<file path="src/rtl/mesh_nic.sv">
// Mesh network interface: packs PE requests into 64-bit packets for the router's
// local input and unpacks packets addressed to this tile for the PE.

module mesh_nic_fifo #(
    parameter int WIDTH = 64,
    parameter int DEPTH = 4
) (
    input  logic             clk,
    input  logic             reset,
    input  logic             push,
    input  logic [WIDTH-1:0] wdata,
    input  logic             pop,
    output logic             full,
    output logic             empty,
    output logic [WIDTH-1:0] rdata
);
    localparam int PTR_W = $clog2(DEPTH);
    localparam logic [PTR_W:0]   FULL_CNT = (PTR_W+1)'(DEPTH);
    localparam logic [PTR_W:0]   CNT_ONE  = 1;
    localparam logic [PTR_W-1:0] PTR_ONE  = 1;

    logic [PTR_W-1:0] wr_ptr_q, wr_ptr_d, rd_ptr_q, rd_ptr_d;
    logic [PTR_W:0]   count_q, count_d;
    logic [WIDTH-1:0] mem_q [DEPTH];
    logic [WIDTH-1:0] mem_d [DEPTH];
    logic             do_push, do_pop;

    assign full    = (count_q == FULL_CNT);
    assign empty   = (count_q == '0);
    assign do_push = push && !full;
    assign do_pop  = pop && !empty;
    // Stale storage is masked while empty, so outputs read zero after reset.
    assign rdata   = empty ? '0 : mem_q[rd_ptr_q];

    always_comb begin
        wr_ptr_d = wr_ptr_q;
        rd_ptr_d = rd_ptr_q;
        mem_d    = mem_q;
        if (do_push) begin
            mem_d[wr_ptr_q] = wdata;
            wr_ptr_d        = wr_ptr_q + PTR_ONE;
        end
        if (do_pop) begin
            rd_ptr_d = rd_ptr_q + PTR_ONE;
        end
        case ({do_push, do_pop})
            2'b10:   count_d = count_q + CNT_ONE;
            2'b01:   count_d = count_q - CNT_ONE;
            default: count_d = count_q;
        endcase
    end

    always_ff @(posedge clk) begin
        if (reset) begin
            wr_ptr_q <= '0;
            rd_ptr_q <= '0;
            count_q  <= '0;
        end else begin
            wr_ptr_q <= wr_ptr_d;
            rd_ptr_q <= rd_ptr_d;
            count_q  <= count_d;
        end
    end

    always_ff @(posedge clk) begin
        mem_q <= mem_d;
    end
endmodule

module mesh_nic #(
    parameter int PACKET_WIDTH = 64,
    parameter int X_ID         = 0,
    parameter int Y_ID         = 0,
    parameter int FIFO_DEPTH   = 4
) (
    input  logic                    clk,
    input  logic                    reset,
    input  logic                    pe_req_valid,
    output logic                    pe_req_ready,
    input  logic [1:0]              pe_dest_x,
    input  logic [1:0]              pe_dest_y,
    input  logic [31:0]             pe_payload,
    output logic                    peso,
    output logic [PACKET_WIDTH-1:0] pedo,
    input  logic                    peri,
    input  logic                    pesi,
    input  logic [PACKET_WIDTH-1:0] pedi,
    output logic                    pero,
    output logic                    pe_rsp_valid,
    input  logic                    pe_rsp_ready,
    output logic [1:0]              pe_rsp_src_x,
    output logic [1:0]              pe_rsp_src_y,
    output logic [7:0]              pe_rsp_seq,
    output logic [31:0]             pe_rsp_payload,
    output logic [7:0]              err_count
);
    localparam logic [1:0] MY_X = 2'(X_ID);
    localparam logic [1:0] MY_Y = 2'(Y_ID);

    logic [7:0]              seq_ctr_q, seq_ctr_d;
    logic [7:0]              err_count_q, err_count_d;
    logic                    inj_full, inj_empty, inj_push, inj_pop;
    logic                    ej_full, ej_empty, ej_push, ej_pop, ej_accept, dest_match;
    logic [PACKET_WIDTH-1:0] inj_pkt, ej_head;
    logic                    ej_rsvd_unused;

    assign pe_req_ready = !inj_full;
    assign inj_push     = pe_req_valid && pe_req_ready;
    assign inj_pkt      = {pe_dest_x, pe_dest_y, MY_X, MY_Y, seq_ctr_q, 16'h0, pe_payload};
    assign peso         = !inj_empty;
    assign inj_pop      = peso && peri;

    mesh_nic_fifo #(.WIDTH(PACKET_WIDTH), .DEPTH(FIFO_DEPTH)) u_inj_fifo (
        .clk   (clk),
        .reset (reset),
        .push  (inj_push),
        .wdata (inj_pkt),
        .pop   (inj_pop),
        .full  (inj_full),
        .empty (inj_empty),
        .rdata (pedo)
    );

    // Misaddressed packets are still handshaken so they cannot wedge the router.
    assign pero       = !ej_full;
    assign ej_accept  = pesi && pero;
    assign dest_match = (pedi[63:60] == {MY_X, MY_Y});
    assign ej_push    = ej_accept && dest_match;
    assign pe_rsp_valid = !ej_empty;
    assign ej_pop     = pe_rsp_valid && pe_rsp_ready;

    mesh_nic_fifo #(.WIDTH(PACKET_WIDTH), .DEPTH(FIFO_DEPTH)) u_ej_fifo (
        .clk   (clk),
        .reset (reset),
        .push  (ej_push),
        .wdata (pedi),
        .pop   (ej_pop),
        .full  (ej_full),
        .empty (ej_empty),
        .rdata (ej_head)
    );

    assign pe_rsp_src_x   = ej_head[59:58];
    assign pe_rsp_src_y   = ej_head[57:56];
    assign pe_rsp_seq     = ej_head[55:48];
    assign pe_rsp_payload = ej_head[31:0];
    assign ej_rsvd_unused = ^{ej_head[63:60], ej_head[47:32]};
    assign err_count      = err_count_q;

    always_comb begin
        seq_ctr_d   = seq_ctr_q;
        err_count_d = err_count_q;
        if (inj_push) begin
            seq_ctr_d = seq_ctr_q + 8'd1;
        end
        if (ej_accept && !dest_match && (err_count_q != 8'hFF)) begin
            err_count_d = err_count_q + 8'd1;
        end
    end

    always_ff @(posedge clk) begin
        if (reset) begin
            seq_ctr_q   <= '0;
            err_count_q <= '0;
        end else begin
            seq_ctr_q   <= seq_ctr_d;
            err_count_q <= err_count_d;
        end
    end
endmodule
</file>
<file path="config.mk">
export PLATFORM = sky130hd
export DESIGN_NAME = mesh_nic
export DESIGN_NICKNAME = d
export VERILOG_FILES = /design/src/rtl/mesh_nic.sv
export SDC_FILE = /design/constraint.sdc
export NUM_CORES = 1
export LEC_CHECK = 0
export CORE_MARGIN = 2
export CORE_UTILIZATION = 54
export DETAILED_ROUTE_END_ITERATION = 10
export PLACE_DENSITY_LB_ADDON = 0.08
export SETUP_SLACK_MARGIN = 0.3
export SLEW_MARGIN = 20
export SYNTH_ARGS = -nofsm -noshare
export SYNTH_HDL_FRONTEND = slang
export SYNTH_SLANG_ARGS = --single-unit
</file>
<file path="constraint.sdc">
create_clock -name clk -period 3.5 [get_ports clk]
set_input_delay 0.7 -clock clk [delete_from_list [all_inputs] [get_ports clk]]
set_output_delay 0.7 -clock clk [all_outputs]
set_load 0.01 [all_outputs]
</file>
==> key figures <==
Outcome
  • Outcome: finished, final reports clean

Worst setup path
  • Crit start category: register
  • CP max stage cell: mux4_2
  • Crit path largest cell delay: 0.54 ns
  • Worst Path Arrival: 2.39 ns
  • Worst setup EP type: output pin
  • Max FO, Critical Path: 11
  • Crit-path cells: buf_4 > mux4_2 > and2_1 > clkdlybuf4s50_1
  • Crit Path Class: register to output pin
  • Required @ worst endpoint: 2.80 ns

Cells and area
  • Layout cell share with drive strength beyond 1: 18.7%
  • Fillers: 1,829
  • Final net count: 1,105
  • Register area: 11,200 um2
  • Finished Layout Cells: 1,389
  • Area of the multi-input gates: 3540 um2
  • Ant diodes: 0
  • Synthesis-to-layout area growth: 23.9%

Clocking
  • Clock Latency Late Sink: 0.52 ns
  • CTS H-tree lvls: 2
  • Hold buffers post-CTS: 0
  • Clk pin slew, worst setup/hold paths: 0.06 ns
  • Root buf cell: clkbuf_16
  • CTS tree: built
  • CTS buffer count: 39
  • CTS sink cnt: 382
  • Clk buf depth: 3

STA
  • Final Skew: 0.0186 ns
  • Final-report max-slew violation count: 0
  • Peak Freq: 0.324 GHz
  • RSZ-0062 raised after global routing: false
  • Final min period: 3.09 ns
  • Setup_tns: 0 ns
  • Endpoints failing hold: 0
  • Setup violators final: 0
  • Final period util: 88.2%

Floorplanning
  • Die width: 171 um
  • Die Ht: 171 um
  • Die Area: 29,200 um2
  • Initial Utilization: 54.5%
  • Core area: 27,600 um2
  • Io pins: 226
  • Row count: 61

Placed design
  • DP HPWL: 17,200 um
  • PortBufs: 189
  • Placed insts: 1,316
  • Placer Congestion: 0.742

Drt
  • Vias per std cell: 5.40
  • Drt pass-1 iters: 5
  • Vias: 7,496
  • Final WL: 27,900 um
  • DR DRC count: 0
  • Detail Route Antenna Nets: 0
  • Avg WL per Cell: 20.1 um
  • Initial DRC Count: 482

Synthesis
  • Post-synthesis cell count: 765
  • Asr flop ratio synth: 0%
  • Synth top area cells: edfxtp_1 70%, mux4_2 13%, and2_1 4.0%
  • Count leader, synth: edfxtp_1
  • Cell Area, Synth: 15,100 um2
  • Sequential fraction of the synthesis area: 74.2%
  • Ys Warns: 0
  • Synthesis-stage register bit count: 382
  • Post-synth top area cell: edfxtp_1
  • Post-synth top cells: 352 x edfxtp_1, 96 x and2_1, 88 x mux4_2
  • Ys flop type: edfxtp_1
  • Library cells used by synthesis: 40
  • Post-synth EDFFs: 352
  • Synth top area share: 70.2%
  • Syn avg cell area: 19.7 um2

Global route
  • GR Layer Usage met1: 24.2%
  • Congestion Overflow GR: 0
  • Antenna violations before repair: 0
  • Pin count of the biggest net entering global routing: 48
  • Grt peak-use layer: met2
  • Vias in the first global route: 7,914
  • GRT Total Usage: 19.5%
  • Grt met2 use: 34.6%
  • M3 GR Usage: 4.30%
  • First-pass GRT wire length: 43,000 um

Pwr
  • Maximum VDD drop: 396 uV
  • Leak: 0.00605 uW
  • Pwr/cell area: 625 nW/um2

Job
  • Max Cap Viol: 0

Worst hold path
  • Hold Crit Class: register to register
[per-stage QoR]
| stage | hold WS [ns] | setup slack (ns) | utilization [%] | power [uW] | cell area (um2) |
|---|---|---|---|---|---|
| final | 0.506 | 0.414 | 67.5 | 11700 | 18600 |
| after global routing | 0.525 | 0.319 | 67.5 | 12200 | 18600 |
| after CTS | 0.507 | 0.355 | 67.5 | 11800 | 18600 |
| after detailed placement | 0.497 | 0.506 | 63.0 | 7940 | 17400 |
| after global placement | 0.470 | 0.603 | 63.0 | 7880 | 17400 |
| after floorplan | 0.459 | 0.705 | - | 6790 | 15100 |
[area by class of cell]
cell class                 count  area share (%)
inverter                      15           0.309
sequential                   382            60.0
timing repair buffer         218            11.8
clock buffer                  43            5.31
multi-input combinational    329            19.0
clock inverter                24            1.05
tap                          378            2.54
[state kept, by name (all words and copies together), names as in the netlist]
name,flops
u_ej_fifo.mem_q,176
seq_ctr_q,8
u_ej_fifo.rd_ptr_q,2
u_inj_fifo.wr_ptr_q,2
u_ej_fifo.count_q,3
err_count,8
u_ej_fifo.wr_ptr_q,2
u_inj_fifo.mem_q,176
u_inj_fifo.rd_ptr_q,2
u_inj_fifo.count_q,3
[routing by layer]
metal  wire, um  vias up
li1           -     3398
met1      11200     3847
met2      14600      210
met3       1680       41
met4        463        0
met5          0        -
[logic make-up (layout without fill, tap and decap cells)]
kind of cell	count (synthesis)	after routing	synth area share, %
AOI/OAI and AO/OA	22	22	0.889
adders and majority gates	14	14	1.26
other	1	20	0.0249
xor gates and xnor gates	17	17	0.989
buffers and inverters	73	300	2.81
muxes	90	90	13.3
and+or+nand+nor	166	166	6.52
DFF	382	382	74.2
[path summary, 6_finish.rpt]
kind         cells past startpoint              startpoint  slack (ns)                     to
min                              2   u_inj_fifo.count_q[2]        0.51  u_inj_fifo.count_q[2]
max                              4  u_inj_fifo.rd_ptr_q[0]        0.41               pedo[10]
min reg2reg                      2   u_inj_fifo.count_q[2]        0.51  u_inj_fifo.count_q[2]
max reg2reg                      8   u_inj_fifo.count_q[2]        0.98  u_inj_fifo.count_q[2]
[placed cells by master, fill, tap and decap left out, types with 13 or more instances in the layout]
master	synthesis	layout
dfxtp_1	30	26
mux4_2	88	88
and2_1	96	92
conb_1	1	20
inv_1	14	14
buf_4	29	21
edfxtp_1	352	352
nor2_1	23	23
xor2_1	13	13
clkbuf_16	0	39
clkdlybuf4s50_1	0	189
[power by group]
part	switching (uW)	internal (uW)
registers	88.8	5250
logic	1100	1360
clock network	1590	2260
[worst max-delay path, delay by kind of cell (launching register included)]
family,cells,cell delay (ns)
multiplexers,1,0.54
buffers and inverters,2,0.75
flip-flops,1,0.39
AND/OR/NAND/NOR,1,0.18
[what timing repair did]
item                                    CTS  global route
resized for setup                         0             0
endpoints found under the setup margin   57             0
hold endpoints to repair                  0             0
setup buffers                             6             0
Power figures use the tool's default switching activity.
